`src/rtl/pixel_stream_decoder.sv`:
```
// Purpose: passive decoder of the renderer's pixel-write bus; rebuilds runner/obstacle state per frame.
// Latency: results, frame_done and frame_count update one cycle after the x==0 pixel that closes a frame.
// Backpressure: none; pure listener, every plot=1 cycle is consumed and plot=0 cycles are ignored.
//
// Ports:
//   clk, reset        - clock, synchronous active-high reset
//   x, y, colour      - pixel coordinates and colour, sampled only when plot=1
//   plot              - pixel valid
//   runner_low        - lowest runner offset of the last frame (0 when no runner seen)
//   runner_present    - runner pixels seen in columns 0..1 of the last frame
//   obst_height       - tallest obstacle offset inside the hit window
//   collision         - runner overlaps an obstacle in the hit window
//   frame_done        - one-cycle pulse when the result outputs update
//   frame_count       - completed frames, wrapping 16-bit counter
//   frame_err         - sticky protocol-violation flag, cleared only by reset
module pixel_stream_decoder #(
  parameter int unsigned BASE_Y        = 84,
  parameter logic [2:0]  RUNNER_COLOUR = 3'b100,
  parameter logic [2:0]  OBST_COLOUR   = 3'b110,
  parameter logic [2:0]  BG_COLOUR     = 3'b011,
  parameter int unsigned HIT_X_LO      = 2,
  parameter int unsigned HIT_X_HI      = 3,
  parameter int unsigned FRAME_PIXELS  = 652
) (
  input  logic        clk,
  input  logic        reset,
  input  logic [7:0]  x,
  input  logic [6:0]  y,
  input  logic [2:0]  colour,
  input  logic        plot,
  output logic [3:0]  runner_low,
  output logic        runner_present,
  output logic [1:0]  obst_height,
  output logic        collision,
  output logic        frame_done,
  output logic [15:0] frame_count,
  output logic        frame_err
);

  typedef enum logic [1:0] {IDLE, RUNNER, FIELD, COMMIT} state_t;

  state_t      state, state_nxt;
  logic [3:0]  run_min, run_min_nxt;
  logic        run_seen, run_seen_nxt;
  logic [1:0]  obs_max, obs_max_nxt;
  logic [9:0]  pix_cnt, pix_cnt_nxt;
  logic [7:0]  last_x, last_x_nxt;
  logic [3:0]  runner_low_nxt;
  logic        runner_present_nxt;
  logic [1:0]  obst_height_nxt;
  logic        collision_nxt;
  logic [15:0] frame_count_nxt;
  logic        frame_err_nxt;

  // Pixel classification, shared by the runner and field paths.
  logic [6:0] off;
  logic       off_ok, col_ok, is_run, is_obs, in_hit;
  logic       run_viol, field_viol, run_hit;
  logic [9:0] cnt_inc;
  logic [3:0] commit_low;
  logic       commit_coll;

  assign off     = 7'(BASE_Y) - y;
  // y above the baseline wraps off to a large value, so off<=9 alone would
  // catch it; the explicit y check keeps the intent readable.
  assign off_ok  = (y <= 7'(BASE_Y)) && (off <= 7'd9);
  assign is_run  = (colour == RUNNER_COLOUR);
  assign is_obs  = (colour == OBST_COLOUR);
  assign col_ok  = is_run || is_obs || (colour == BG_COLOUR);
  assign in_hit  = (x >= 8'(HIT_X_LO)) && (x <= 8'(HIT_X_HI));

  assign run_viol   = !off_ok || !col_ok || (is_run && (off == 7'd0));
  assign field_viol = !off_ok || (off > 7'd3) || !col_ok || is_run || (is_obs && (off == 7'd0));
  // Only legal runner offsets 1..9 feed run_min, so runner_low stays in range.
  assign run_hit    = is_run && off_ok && (off != 7'd0);

  assign cnt_inc     = (pix_cnt == 10'h3FF) ? pix_cnt : pix_cnt + 10'd1;
  assign commit_low  = run_seen ? run_min : 4'd0;
  assign commit_coll = run_seen && (obs_max != 2'd0) && (commit_low <= {2'b00, obs_max});

  assign frame_done = (state == COMMIT);

  always_comb begin
    logic do_start, do_run, do_field, do_commit;
    do_start            = 1'b0;
    do_run              = 1'b0;
    do_field            = 1'b0;
    do_commit           = 1'b0;
    state_nxt           = state;
    run_min_nxt         = run_min;
    run_seen_nxt        = run_seen;
    obs_max_nxt         = obs_max;
    pix_cnt_nxt         = pix_cnt;
    last_x_nxt          = plot ? x : last_x;
    runner_low_nxt      = runner_low;
    runner_present_nxt  = runner_present;
    obst_height_nxt     = obst_height;
    collision_nxt       = collision;
    frame_count_nxt     = frame_count;
    frame_err_nxt       = frame_err;

    case (state)
      IDLE: begin
        if (plot && (x == 8'd0)) begin
          do_start  = 1'b1;
          do_run    = 1'b1;
          state_nxt = RUNNER;
        end
      end
      // COMMIT lasts exactly one cycle and decodes pixels like RUNNER, so a
      // new frame streams in without a gap.
      RUNNER, COMMIT: begin
        state_nxt = RUNNER;
        if (plot) begin
          if (x >= 8'd2) begin
            do_field  = 1'b1;
            state_nxt = FIELD;
          end else begin
            do_run = 1'b1;
          end
        end
      end
      FIELD: begin
        if (plot) begin
          if (x == 8'd0) begin
            do_commit = 1'b1;
            do_start  = 1'b1;
            do_run    = 1'b1;
            state_nxt = COMMIT;
          end else if (x >= last_x) begin
            do_field = 1'b1;
          end
          // A backwards step to a nonzero column is only counted.
        end
      end
      default: state_nxt = IDLE;
    endcase

    if (do_commit) begin
      runner_low_nxt     = commit_low;
      runner_present_nxt = run_seen;
      obst_height_nxt    = obs_max;
      collision_nxt      = commit_coll;
      frame_count_nxt    = frame_count + 16'd1;
      if (pix_cnt != 10'(FRAME_PIXELS)) frame_err_nxt = 1'b1;
    end

    // The opening x==0 pixel is the first pixel of the new frame.
    if (do_start) begin
      run_min_nxt  = 4'hF;
      run_seen_nxt = 1'b0;
      obs_max_nxt  = 2'd0;
      pix_cnt_nxt  = 10'd1;
    end else if (plot && (state != IDLE)) begin
      pix_cnt_nxt = cnt_inc;
    end

    if (do_run) begin
      if (run_viol) frame_err_nxt = 1'b1;
      if (run_hit) begin
        run_seen_nxt = 1'b1;
        if (off[3:0] < run_min_nxt) run_min_nxt = off[3:0];
      end
    end

    if (do_field) begin
      if (field_viol) frame_err_nxt = 1'b1;
      if (is_obs && in_hit && (off <= 7'd3) && (off[1:0] > obs_max_nxt)) obs_max_nxt = off[1:0];
    end
  end

  always_ff @(posedge clk) begin
    if (reset) begin
      state          <= IDLE;
      run_min        <= 4'hF;
      run_seen       <= 1'b0;
      obs_max        <= 2'd0;
      pix_cnt        <= 10'd0;
      last_x         <= 8'd0;
      runner_low     <= 4'd0;
      runner_present <= 1'b0;
      obst_height    <= 2'd0;
      collision      <= 1'b0;
      frame_count    <= 16'd0;
      frame_err      <= 1'b0;
    end else begin
      state          <= state_nxt;
      run_min        <= run_min_nxt;
      run_seen       <= run_seen_nxt;
      obs_max        <= obs_max_nxt;
      pix_cnt        <= pix_cnt_nxt;
      last_x         <= last_x_nxt;
      runner_low     <= runner_low_nxt;
      runner_present <= runner_present_nxt;
      obst_height    <= obst_height_nxt;
      collision      <= collision_nxt;
      frame_count    <= frame_count_nxt;
      frame_err      <= frame_err_nxt;
    end
  end

endmodule

```
`config.mk`:
```
export PLATFORM = sky130hd
export DESIGN_NAME = pixel_stream_decoder
export DESIGN_NICKNAME = d
export VERILOG_FILES = /design/src/rtl/pixel_stream_decoder.sv
export SDC_FILE = /design/constraint.sdc
export NUM_CORES = 1
export LEC_CHECK = 0
export BUFFER_PORTS_ARGS = -buffer_cell sky130_fd_sc_hd__buf_4
export CAP_MARGIN = 15
export CORE_MARGIN = 5
export CORE_UTILIZATION = 50
export CTS_BUF_LIST = sky130_fd_sc_hd__clkbuf_8 sky130_fd_sc_hd__clkbuf_16
export DETAILED_ROUTE_END_ITERATION = 12
export PLACE_DENSITY = 0.72
export SLEW_MARGIN = 15
export SYNTH_ARGS = -nofsm -noshare
export SYNTH_HDL_FRONTEND = slang
export SYNTH_SLANG_ARGS = --single-unit
```
`constraint.sdc`:
```
create_clock -name clk -period 6.5 [get_ports clk]
set_input_delay 1.3 -clock clk [delete_from_list [all_inputs] [get_ports clk]]
set_output_delay 1.3 -clock clk [all_outputs]
set_load 0.01 [all_outputs]
```
======== Word-level counts from Yosys, hierarchy flattened ========
Cells that the tools add are included.
operators by class
  $add $sub $neg .......................... 3
  order comparisons ....................... 10
  eq/ne operators ......................... 12
  muxes and demuxes ....................... 40
  bitwise logic cells ..................... 1
  reduce and logical (&&, ||, !) cells .... 35
operators with widths
  operator                                                           count
  2-to-1 mux 1 bit                                                   23
  2-to-1 mux 4 bit                                                   5
  adder 16 x 1 -> 16 bit, second input constant                      1
  2-to-1 mux 2 bit                                                   8
  logical AND 1 bit                                                  13
  adder 10 x 1 -> 10 bit, second input constant                      1
  equality test 10 bit, second input constant                        1
  != test 10 bit, second input constant                              1
  greater-or-equal comparator 8 x 2 -> 1 bit, second input constant  1
  greater-or-equal comparator 8 bit                                  1
  <= comparator 8 x 2 -> 1 bit, second input constant                1
  logical NOT 8 bit                                                  1
  logical OR 1 bit                                                   8
  > comparator 7 x 2 -> 1 bit, second input constant                 1
  <= comparator 7 x 2 -> 1 bit, second input constant                1
  <= comparator 7 x 4 -> 1 bit, second input constant                1
  <= comparator 7 bit, second input constant                         1
  logical NOT 7 bit                                                  1
  nonzero test 7 bit                                                 1
  subtractor 7 bit, first input constant                             1
  equality test 3 bit, second input constant                         2
  != test 2 bit, second input constant                               3
  case mux 2 bit (3 select lines)                                    1
  nonzero test 2 bit                                                 3
  15 further kinds                                                   20
storage, ports and cells
  bits in registers ....................... 52
  input bits .............................. 21
  output and inout bits ................... 26
  word-level logic and storage cells ...... 114

======== Longest topological paths before layout ========
Gate-level depths: netlist (run 1).
  depth in word-level cells ............... 10
  mapped depth ............................ 12
  mapped depth without buffers ............ 10

======== Least setup slack after synthesis (run 1) ========
Ideal clock, no wire load.
  path type ............................... input port to flip-flop
  start ................................... in x[3]
  end ..................................... reg obs_max[1]
  library setup time ...................... 0.065 ns
  arrival time ............................ 3.845 ns
  required time ........................... 6.435 ns
  path slack .............................. 2.590 ns
  stages on the path ...................... 10
  path buffers ............................ 1
  path through ............................ or4_1 or4b_1 clkbuf_1 and2_1 ha_1 a211o_1 nor3_1 nand4_1 mux2_2 nor2_1
on the way
  cells in the longest elaborated chain, start to end .. 9
  elaborated cells between the ends (all ways) .. 23
  those cells by class .................... 4 x order compare; 13 x mux; 6 x reduce/logical
RTL lines
  element                                                RTL line  source
  start, declared                                        27        input logic [7:0] x,
  logical NOT 8 bit                                      104, 125
  2-to-1 mux 1 bit or logical AND 1 bit (tied branches)  125, 104
  2-to-1 mux 1 bit, on equally long branches             124, 104
  case mux 1 bit (2 select lines)                        102       case (state)
  2-to-1 mux 2 bit                                       149       if (do_start) begin
  > comparator 2 bit                                     168       if (is_obs && in_hit && (off <= 7'd3) && (off[1:0] > obs_max_nxt)) obs_max_nxt = off[1:0];
  logical AND 1 bit                                      168
  2-to-1 mux 2 bit                                       168
  2-to-1 mux 2 bit *                                     166       if (do_field) begin
  end signal, assigned                                   190       obs_max <= obs_max_nxt;
  end, declared                                          45        logic [1:0] obs_max, obs_max_nxt;
Mark *: on every way between the ends. The rest lies on a longest branch, timed or not.
A chain may end at the register's enable or synchronous reset.

======== Worst setup path after layout (run 1) ========
  start ................................... in x[3]
  end ..................................... reg run_min[2]
on the way
  cells in the longest elaborated chain, start to end .. 9
  elaborated cells between the ends (all ways) .. 15
  those cells by class .................... 2 x order compare; 11 x mux; 2 x reduce/logical
RTL lines
  element                                                RTL line  source
  logical NOT 8 bit                                      104, 125
  2-to-1 mux 1 bit or logical AND 1 bit (tied branches)  125, 104
  2-to-1 mux 1 bit, on equally long branches             124, 104
  case mux 1 bit (2 select lines)                        102
  2-to-1 mux 4 bit                                       149
  < comparator 4 bit                                     162       if (off[3:0] < run_min_nxt) run_min_nxt = off[3:0];
  2-to-1 mux 4 bit                                       162
  2-to-1 mux 4 bit                                       160       if (run_hit) begin
  2-to-1 mux 4 bit *                                     158       if (do_run) begin
  end signal, assigned                                   188       run_min <= run_min_nxt;
  end, declared                                          43        logic [3:0] run_min, run_min_nxt;
Marked as above.

==> results of run 1 <==
## critical path, delay by kind of cell
kind | cells | cell delay (ps)
compound gates | 3 | 490
fa+ha+maj | 1 | 340
mux | 1 | 220
simple gates | 4 | 1740
buf+inv | 1 | 120
## synthesized netlist by cell type (4+ instances only)
library cell / instances
a21oi_1: 28
and2_1: 6
and3_1: 4
clkbuf_1: 11
dfxtp_1: 52
ha_1: 22
inv_1: 24
mux2i_1: 12
nand2_1: 31
nand2b_1: 9
nand3_1: 11
nand4_1: 11
nor2_1: 44
nor3_1: 9
o21ai_0: 11
or2_2: 4
or3_1: 6
xnor2_1: 9
xor2_1: 12
## how the worst min path moves through the flow
| stage | start | slack (ps) | to |
|---|---|---|---|
| 6_report | runner_present$_SDFFE_PP0N_ | 460 | runner_present$_SDFFE_PP0N_ |
| 4_1_cts | runner_present$_SDFFE_PP0N_ | 460 | runner_present$_SDFFE_PP0N_ |
| 5_1_grt | runner_low[3]$_SDFFE_PP0N_ | 480 | runner_low[3]$_SDFFE_PP0N_ |
| 2_1_floorplan | last_x[1]$_SDFFE_PP0P_ | 460 | last_x[1]$_SDFFE_PP0P_ |
| 3_5_place_dp | runner_present$_SDFFE_PP0N_ | 450 | runner_present$_SDFFE_PP0N_ |
| 3_3_place_gp | runner_low[0]$_SDFFE_PP0N_ | 440 | runner_low[0]$_SDFFE_PP0N_ |
## per-stage QoR
stage | utilization, % | instance area [um2] | cells | hold slack (ps)
floorplan | - | 2990 | 363 | 460
global placement | 57.3 | 3370 | 471 | 441
detailed placement | 57.3 | 3370 | 471 | 445
CTS | 58.8 | 3460 | 479 | 458
global route | 58.8 | 3460 | 479 | 476
finish | 58.8 | 3460 | 479 | 458
## area by class of cell
class	count	area, um2	area share (%)
sequential	52	1040	30.1
multi-input combinational	274	1800	52.1
inverter	24	90.1	2.60
tap	75	93.8	2.71
clock inverter	3	20.0	0.578
timing repair buffer	46	345	9.97
clock buffer	5	68.8	1.99
## power by group through the flow
stage	combinational (uW)	clock, uW	sequential [uW]
after floorplan	46.3	0	333
after global placement	67.9	0	334
after detailed placement	69.3	0	334
after CTS	69.6	189	326
after global routing	78.6	201	327
final	69.3	183	326
## cells by family after synthesis
group,synth area share (%)
simple gates,27.0
compound gates,13.2
flops,34.8
buf+inv,4.94
fa+ha+maj,9.20
xor+xnor,6.15
mux,4.77
## state kept, by name (all words and copies together), names as in the netlist, named ones only
name / flops
run_min: 4
runner_present: 1
pix_cnt: 10
run_seen: 1
frame_err: 1
state: 1
obst_height: 2
collision: 1
obs_max: 2
last_x: 8
frame_count: 16
runner_low: 4
## layer usage
layer,share of wire (%),GRT usage (%),wire length [um]
met1,48,21.4,3020
met2,48,28.9,2990
met3,3.5,3.03,218
met4,0.61,4.46,38
met5,0,0,0
## cell usage in the layout, fill, tap and decap left out, types with 5 or more instances in the layout
cell type,Yosys,layout
dfxtp_1,52,52
buf_4,0,46
nor2_1,44,44
nand2_1,31,31
a21oi_1,28,28
inv_1,24,25
ha_1,22,22
xor2_1,12,12
mux2i_1,12,12
o21ai_0,11,11
nand3_1,11,11
nand4_1,11,11
nor3_1,9,9
nand2b_1,9,9
xnor2_1,9,9
and2_1,6,6
or3_1,6,6
clkbuf_8,0,5
==> impl_metrics.env, run 1 <==
export IMPL_ant_nets=0
export IMPL_cts_tree="yes"
export IMPL_min_period_ps=3980
export IMPL_cts_resized=0
export IMPL_p_per_area_nw_per_um2=167
export IMPL_critPathArrivalTime_ps=4220
export IMPL_clock_path_buffers=2
export IMPL_post_route_drc_count=0
export IMPL_setup_violations=0
export IMPL_drive_gt1_share_pct=16.1
export IMPL_outcome="complete, no violations"
export IMPL_fmax_mhz=251
export IMPL_wirelength_mm=6.27
export IMPL_grt_pass1_wl_mm=10.6
export IMPL_r2r_worst_path_cells=9
export IMPL_cts_buffers_inserted=5
export IMPL_hold_depth=2
export IMPL_vias=2548
export IMPL_grt_setup_unrepaired="no"
export IMPL_ioPinCount=47
export IMPL_hp_class="register to register"
export IMPL_drv_slew=0
export IMPL_synthDistinctLibCells=52
export IMPL_ctsHtreeMaxLevel=2
export IMPL_cts_hold_buf=0
export IMPL_synth_edf_count=0
export IMPL_fin_tns_setup_ps=0
export IMPL_critPathSlowestCell="or4_1"
export IMPL_cts_sinks=52
export IMPL_cts_reportedPaths_clkPinSlew_ps=100
export IMPL_combPwrFrac_pct=12.0
export IMPL_place_ws_ps=2270
export IMPL_clockRootBuffer="clkbuf_8"
export IMPL_core_area_um2=5890
export IMPL_yosysTopAreaCell="dfxtp_1"
export IMPL_seqPwrFrac_pct=56.4
export IMPL_synth_main_ff_cell="dfxtp_1"
export IMPL_fillers=567
export IMPL_p_sw_uw=151
export IMPL_setup_ws_ps=2520
export IMPL_final_period_utilization_pct=61.3
export IMPL_initial_core_util_pct=50.8
export IMPL_rows=28
export IMPL_grt_pass1_vias=2412
export IMPL_crit_path_start="x[3]"
export IMPL_vias_per_cell=5.32
export IMPL_critPathMaxFanout=6
export IMPL_max_slew_margin_pct=46.8
export IMPL_syn_area_um2=2990
export IMPL_antennaDiodeCount=0
export IMPL_grt_overflow=0
export IMPL_firstDrtPassIters=4
export IMPL_clk_latency_ps=310
export IMPL_r2r_slack_ps=3490
export IMPL_crit_path_end="run_min[2]$_SDFF_PP1_"
export IMPL_final_net_count=446
export IMPL_worstPathRequired_ps=6740
export IMPL_r2r_end="obs_max[1]$_SDFF_PP0_"
export IMPL_antenna_found_initial=0
export IMPL_skew_ps=11.2
export IMPL_peakVddDrop_uv=122
export IMPL_grtUsageTotal_pct=16.8
export IMPL_synth_top_area_share_pct=34.8
export IMPL_syn_avg_cell_area_um2=8.24
export IMPL_die_x_um=87.4
export IMPL_p_int_uw=428
export IMPL_power_share_clock_pct=31.7
export IMPL_ys_warn_count=0
export IMPL_die_height_um=87.4
export IMPL_synth_area_top_cells="dfxtp_1 35%, ha_1 9.2%, nor2_1 5.5%"
export IMPL_yosysSeqAreaShare_pct=34.8
export IMPL_maxCapViolCount=0
export IMPL_postCtsSetupBuffers=0
export IMPL_crit_type="input pin to register"
export IMPL_critPathCaptureType="register"
export IMPL_port_buffers=46
export IMPL_gp_congestion=0.802
export IMPL_leakage_uw=0.00137
export IMPL_dpl_hpwl_mm=4.79
export IMPL_worstReg2RegStart="state[0]$_SDFFE_PP0P_"
export IMPL_synth_fp_nets=406
export IMPL_hold_violations=0
export IMPL_synth_cells=363
export IMPL_area_growth_pct=15.7
export IMPL_critPathMaxStageDelay_ps=640
export IMPL_path_cells="buf_4 -> or4_1 -> nor3_1 -> a21oi_1 -> ha_1 -> a21o_1 -> nor3_1 -> a21oi_1 -> nor3_2 -> mux2i_1"
export IMPL_cp_start_kind="input pin"
export IMPL_p_sw_share_pct=26.0
export IMPL_drt_iter0_drc=86
export IMPL_synth_seq_cells=52
export IMPL_wire_per_inst_um=13.1
export IMPL_die_area_um2=7630
export IMPL_tightest_slew_ps=792
export IMPL_p_total_uw=579
export IMPL_async_flop_share_pct=0
export IMPL_grt_max_degree=47
(Power assumes the default switching activity.)
==> run 2: changes to the inputs <==
--- a/config.mk
+++ b/config.mk
@@ -11,7 +11,7 @@
 export CORE_UTILIZATION = 50
 export CTS_BUF_LIST = sky130_fd_sc_hd__clkbuf_8 sky130_fd_sc_hd__clkbuf_16
 export DETAILED_ROUTE_END_ITERATION = 12
-export PLACE_DENSITY = 0.72
+export PLACE_DENSITY = 0.75
 export SLEW_MARGIN = 15
 export SYNTH_ARGS = -nofsm -noshare
 export SYNTH_HDL_FRONTEND = slang
==> constraint.sdc (replaced) <==
create_clock -name clk -period 3.31 [get_ports clk]
set_input_delay 0.662 -clock clk [delete_from_list [all_inputs] [get_ports clk]]
set_output_delay 0.662 -clock clk [all_outputs]
set_load 0.01 [all_outputs]
==> run 2 against run 1 <==
Net effect: sequential power up 96%; combinational power up 110%; largest cell class unchanged; setup slack worse by 2300 ps; sequential share of layout area down 0.95 points; core utilization up 1.9 points; clock power up 140%; clock skew up 1.7 ps; cell area up 3.3%; highest routed layer unchanged.
==> impl_metrics.env, run 2 (synthesis results as in run 1) <==
export IMPL_final_cell_mix="58 x buf_4, 52 x dfxtp_1, 44 x nor2_1, 31 x nand2_1, 28 x a21oi_1"
export IMPL_path_cells="buf_4 -> or4_1 -> or4b_1 -> and2_1 -> ha_1 -> a211o_1 -> nor3_1 -> nand4_1 -> mux2_2 -> nor2_1"
export IMPL_grt_pass1_vias=2650
export IMPL_post_route_util_pct=60.7
export IMPL_ant_nets=0
export IMPL_cts_reportedPaths_clkPinSlew_ps=100
export IMPL_area_growth_pct=19.5
export IMPL_cts_hold_buf=0
export IMPL_clk_latency_ps=310
export IMPL_grtUsageTotal_pct=18.8
export IMPL_grt_setup_unrepaired="no"
export IMPL_crit_type="input pin to register"
export IMPL_ctsHtreeMaxLevel=2
export IMPL_cts_buffers_inserted=5
export IMPL_wire_per_inst_um=13.9
export IMPL_critPathCaptureType="register"
export IMPL_leakage_uw=0.00145
export IMPL_fmax_mhz=325
export IMPL_setup_ws_ps=237
export IMPL_critPathMaxStageDelay_ps=550
export IMPL_port_buffers=46
export IMPL_cts_sinks=52
export IMPL_hold_violations=0
export IMPL_outcome="complete, no violations"
export IMPL_vias=2687
export IMPL_top_register="frame_count"
export IMPL_die_x_um=87.4
export IMPL_die_height_um=87.4
export IMPL_worstPathRequired_ps=3560
export IMPL_dpl_hpwl_mm=5.20
export IMPL_r2r_worst_path_cells=9
export IMPL_postCtsSetupBuffers=0
export IMPL_setup_violations=0
export IMPL_max_slew_margin_pct=68.5
export IMPL_cts_resized=0
export IMPL_hold_depth=2
export IMPL_drt_iter0_drc=102
export IMPL_critPathArrivalTime_ps=3330
export IMPL_critPathMaxFanout=3
export IMPL_tightest_slew_ps=469
export IMPL_final_common_cell="buf_4"
export IMPL_place_ws_ps=-92.0
export IMPL_critPathSlowestCell="or4_1"
export IMPL_rows=28
export IMPL_drive_gt1_share_pct=18.5
export IMPL_ioPinCount=47
export IMPL_grt_overflow=0
export IMPL_antennaDiodeCount=0
export IMPL_grt_pass1_wl_mm=11.7
export IMPL_wirelength_mm=6.81
export IMPL_post_route_drc_count=0
export IMPL_p_per_area_nw_per_um2=344
export IMPL_drv_slew=0
export IMPL_vias_per_cell=5.47
export IMPL_reg_top3="frame_count: 16 flops, pix_cnt: 10 flops, last_x: 8 flops"
export IMPL_cp_start_kind="input pin"
export IMPL_final_cells=491
export IMPL_clock_path_buffers=2
export IMPL_final_net_count=458
export IMPL_antenna_found_initial=0
export IMPL_dp_cells=483
export IMPL_cts_tree="yes"
export IMPL_maxCapViolCount=0
export IMPL_min_period_ps=3070
export IMPL_core_area_um2=5890
export IMPL_final_period_utilization_pct=92.8
export IMPL_largest_reg_flops=16
export IMPL_hp_class="register to register"
export IMPL_die_area_um2=7630
export IMPL_timing_hold_ws_ps=467
export IMPL_initial_core_util_pct=50.8
export IMPL_skew_ps=13.0
export IMPL_gp_congestion=0.862
export IMPL_firstDrtPassIters=6
export IMPL_peakVddDrop_uv=225
export IMPL_clockRootBuffer="clkbuf_8"
export IMPL_grt_max_degree=47
[run 2: changes by cell type in the layout (fill, tap and decap cells not counted)]
cell,change
buf_4,+12
inv_6,+1
bufinv_16,+1
clkinvlp_4,-1
clkinv_4,-1
[run 2: through the flow]
| step | instance area (um2) | total power (uW) | TNS (ps) |
|---|---|---|---|
| after floorplan | 2990 | 744 | 0 |
| after global placement | 3460 | 796 | 0 |
| after detailed placement | 3460 | 801 | -134 |
| after CTS | 3570 | 1240 | 0 |
| after global routing | 3570 | 1290 | 0 |
| final | 3570 | 1230 | 0 |
[run 2: layout make-up]
cell class,count,area (um2)
fillers,550,2310
multi-input cells,274,1800
flip-flops and latches,52,1040
repair buffers,58,435
well taps,75,93.8
inverters,24,90.1
clock buffers,5,68.8
clock inverters,3,42.5
[run 2: worst paths after layout]
check	to	slack, ps	startpoint
min reg2reg	runner_low[3]$_SDFFE_PP0N_	470	runner_low[3]$_SDFFE_PP0N_
max	obs_max[1]$_SDFF_PP0_	240	x[3]
min	runner_low[3]$_SDFFE_PP0N_	470	runner_low[3]$_SDFFE_PP0N_
max reg2reg	obs_max[1]$_SDFF_PP0_	580	state[0]$_SDFFE_PP0P_
[run 2: report_power, final]
group	switching [uW]	internal [uW]
combinational	80.8	65.3
sequential	6.39	634
clock	217	226
total	304	925
[run 2: per-layer routing]
metal  part of all wire [%]  vias up  global-route usage, %  routed length [um]
met2                     48       62                   31.4                3300
met1                     45     1241                   23.1                3040
met4                    2.5        0                   7.81                 170
li1                       -     1366                      -                   -
met3                    4.4       18                   4.16                 303
met5                      0        -                      0                   0
[run 2: critical path: cells and delay by family]
kind / cells / cell delay, ps
simple gates: 6 / 1690
mux: 1 / 310
fa+ha+maj: 1 / 290
compound gates: 1 / 260
buf+inv: 1 / 110
==> run 3: changes to the inputs <==
--- a/config.mk
+++ b/config.mk
@@ -8,10 +8,11 @@
 export BUFFER_PORTS_ARGS = -buffer_cell sky130_fd_sc_hd__buf_4
 export CAP_MARGIN = 15
 export CORE_MARGIN = 5
-export CORE_UTILIZATION = 50
+export CORE_UTILIZATION = 51
 export CTS_BUF_LIST = sky130_fd_sc_hd__clkbuf_8 sky130_fd_sc_hd__clkbuf_16
+export CTS_CLUSTER_SIZE = 30
 export DETAILED_ROUTE_END_ITERATION = 12
-export PLACE_DENSITY = 0.75
+export PLACE_DENSITY = 0.76
 export SLEW_MARGIN = 15
 export SYNTH_ARGS = -nofsm -noshare
 export SYNTH_HDL_FRONTEND = slang
==> run 3 against run 2 <==
Net effect: first-iteration DRC count is the same; setup slack is essentially flat; critical endpoint unchanged; via count shrank 2.3%; sequential cell count is the same; highest routed layer unchanged; clock-buffer cell count is the same; routed wire length shrank 3.4%; hold slack is essentially flat.
==> impl_metrics.env, run 3 (synthesis results as in run 1) <==
export IMPL_cts_buffers_inserted=5
export IMPL_ctsHtreeMaxLevel=2
export IMPL_cts_sinks=52
export IMPL_min_period_ps=3070
export IMPL_critPathArrivalTime_ps=3320
export IMPL_critPathCaptureType="register"
export IMPL_grt_pass1_vias=2428
export IMPL_final_cells=486
export IMPL_clockRootBuffer="clkbuf_8"
export IMPL_grt_setup_unrepaired="no"
export IMPL_p_total_uw=1160
export IMPL_clock_path_buffers=2
export IMPL_cts_reportedPaths_clkPinSlew_ps=100
export IMPL_port_buffers=46
export IMPL_die_x_um=86.6
export IMPL_cp_start_kind="input pin"
export IMPL_clk_latency_ps=310
export IMPL_crit_path_end="obs_max[1]$_SDFF_PP0_"
export IMPL_vias=2625
export IMPL_final_net_count=456
export IMPL_initial_core_util_pct=53.3
export IMPL_drt_iter0_drc=102
export IMPL_fillers=535
export IMPL_wire_per_inst_um=13.5
export IMPL_register_area_um2=1040
export IMPL_p_per_area_nw_per_um2=328
export IMPL_grtUsageTotal_pct=17.6
export IMPL_seqPwrFrac_pct=55.3
export IMPL_rows=27
export IMPL_antenna_found_initial=0
export IMPL_met1_usage_pct=23.4
export IMPL_grt_max_degree=47
export IMPL_post_route_util_pct=63.0
export IMPL_fmax_mhz=325
export IMPL_dpl_hpwl_mm=5.04
export IMPL_ant_nets=0
export IMPL_leakage_uw=0.00142
export IMPL_worstPathRequired_ps=3560
export IMPL_drive_gt1_share_pct=18.4
export IMPL_r2r_worst_path_cells=9
export IMPL_grt_overflow=0
export IMPL_multiInputGateArea_um2=1800
export IMPL_wirelength_mm=6.58
export IMPL_fin_tns_setup_ps=0
export IMPL_power_share_clock_pct=32.2
export IMPL_hold_violations=0
export IMPL_outcome="complete, no violations"
export IMPL_post_route_drc_count=0
export IMPL_cts_tree="yes"
export IMPL_top_register="frame_count"
export IMPL_gp_congestion=0.860
export IMPL_p_sw_share_pct=26.6
export IMPL_worstReg2RegStart="state[0]$_SDFFE_PP0P_"
export IMPL_antennaDiodeCount=0
export IMPL_grtUsageMet3_pct=3.61
export IMPL_maxCapViolCount=0
export IMPL_postCtsSetupBuffers=0
export IMPL_core_area_um2=5610
export IMPL_vias_per_cell=5.40
export IMPL_combPwrFrac_pct=12.5
export IMPL_die_area_um2=7500
export IMPL_grtUsageMet2_pct=28.9
export IMPL_grt_busiest_layer="met2"
export IMPL_crit_path_start="x[3]"
export IMPL_area_growth_pct=18.2
export IMPL_final_cell_mix="56 x buf_4, 52 x dfxtp_1, 44 x nor2_1, 31 x nand2_1, 28 x a21oi_1"
export IMPL_skew_ps=6.53
export IMPL_reg_top3="frame_count: 16 flops, pix_cnt: 10 flops, last_x: 8 flops"
export IMPL_cts_hold_buf=0
export IMPL_place_ws_ps=-60.9
export IMPL_critPathMaxFanout=3
export IMPL_p_int_uw=849
export IMPL_largest_reg_flops=16
export IMPL_r2r_slack_ps=570
export IMPL_tightest_slew_ps=474
export IMPL_final_common_cell="buf_4"
export IMPL_firstDrtPassIters=4
export IMPL_ioPinCount=47
export IMPL_setup_violations=0
export IMPL_final_period_utilization_pct=92.8
export IMPL_die_height_um=86.6
export IMPL_max_slew_margin_pct=68.4
export IMPL_cts_resized=0
export IMPL_r2r_end="obs_max[1]$_SDFF_PP0_"
export IMPL_dp_cells=478
export IMPL_hp_class="register to register"
export IMPL_peakVddDrop_uv=268
export IMPL_p_sw_uw=308
export IMPL_crit_type="input pin to register"
export IMPL_grt_pass1_wl_mm=10.9
export IMPL_setup_ws_ps=237
export IMPL_drv_slew=0
-- run 3: changes by cell type in the layout (fill, tap and decap cells not counted), sizes merged --
cell / delta
buf: -2
bufinv: -1
clkinv: +1
clkinvlp: +1
inv: -1
-- run 3: area by class of cell --
class	count	area share, %
multi-input cells	274	51.0
flip-flops and latches	52	29.5
repair buffers	56	11.9
inverters	24	2.55
well taps	72	2.55
clock buffers	5	1.95
clock inverters	3	0.602
-- run 3: power by group through the flow --
stage,Combinational [uW],Clock (uW),Sequential (uW)
after floorplan,90.9,0,654
after global placement,139,0,655
after detailed placement,144,0,655
after CTS,145,381,641
after global routing,162,408,642
final,144,373,641
-- run 3: worst max-delay path, cell delays in order --
cell     delay [ps]
buf_4           110
or4_1           550
or4b_1          550
and2_1          220
ha_1            270
a211o_1         250
nor3_1          130
nand4_1         170
mux2_2          310
nor2_1           80
-- run 3: how the worst min path moves through the flow --
| stage | cells after the start | startpoint | end |
|---|---|---|---|
| 2_1_floorplan | 2 | last_x[1]$_SDFFE_PP0P_ | last_x[1]$_SDFFE_PP0P_ |
| 3_5_place_dp | 2 | runner_low[0]$_SDFFE_PP0N_ | runner_low[0]$_SDFFE_PP0N_ |
| 4_1_cts | 2 | runner_low[2]$_SDFFE_PP0N_ | runner_low[2]$_SDFFE_PP0N_ |
| 5_1_grt | 2 | runner_low[2]$_SDFFE_PP0N_ | runner_low[2]$_SDFFE_PP0N_ |
| 3_3_place_gp | 2 | obst_height[1]$_SDFFE_PP0N_ | obst_height[1]$_SDFFE_PP0N_ |
| 6_report | 2 | runner_low[2]$_SDFFE_PP0N_ | runner_low[2]$_SDFFE_PP0N_ |
-- run 3: metrics by stage --
stage	instance area [um2]	hold WS [ps]
final	3530	467
after detailed placement	3440	457
after global placement	3440	441
after global routing	3530	496
after CTS	3530	471
after floorplan	2990	460
-- run 3: per-layer routing --
layer	wire, um	up-vias
li1	-	1366
met1	3110	1207
met2	3140	42
met3	255	10
met4	78	0
met5	0	-
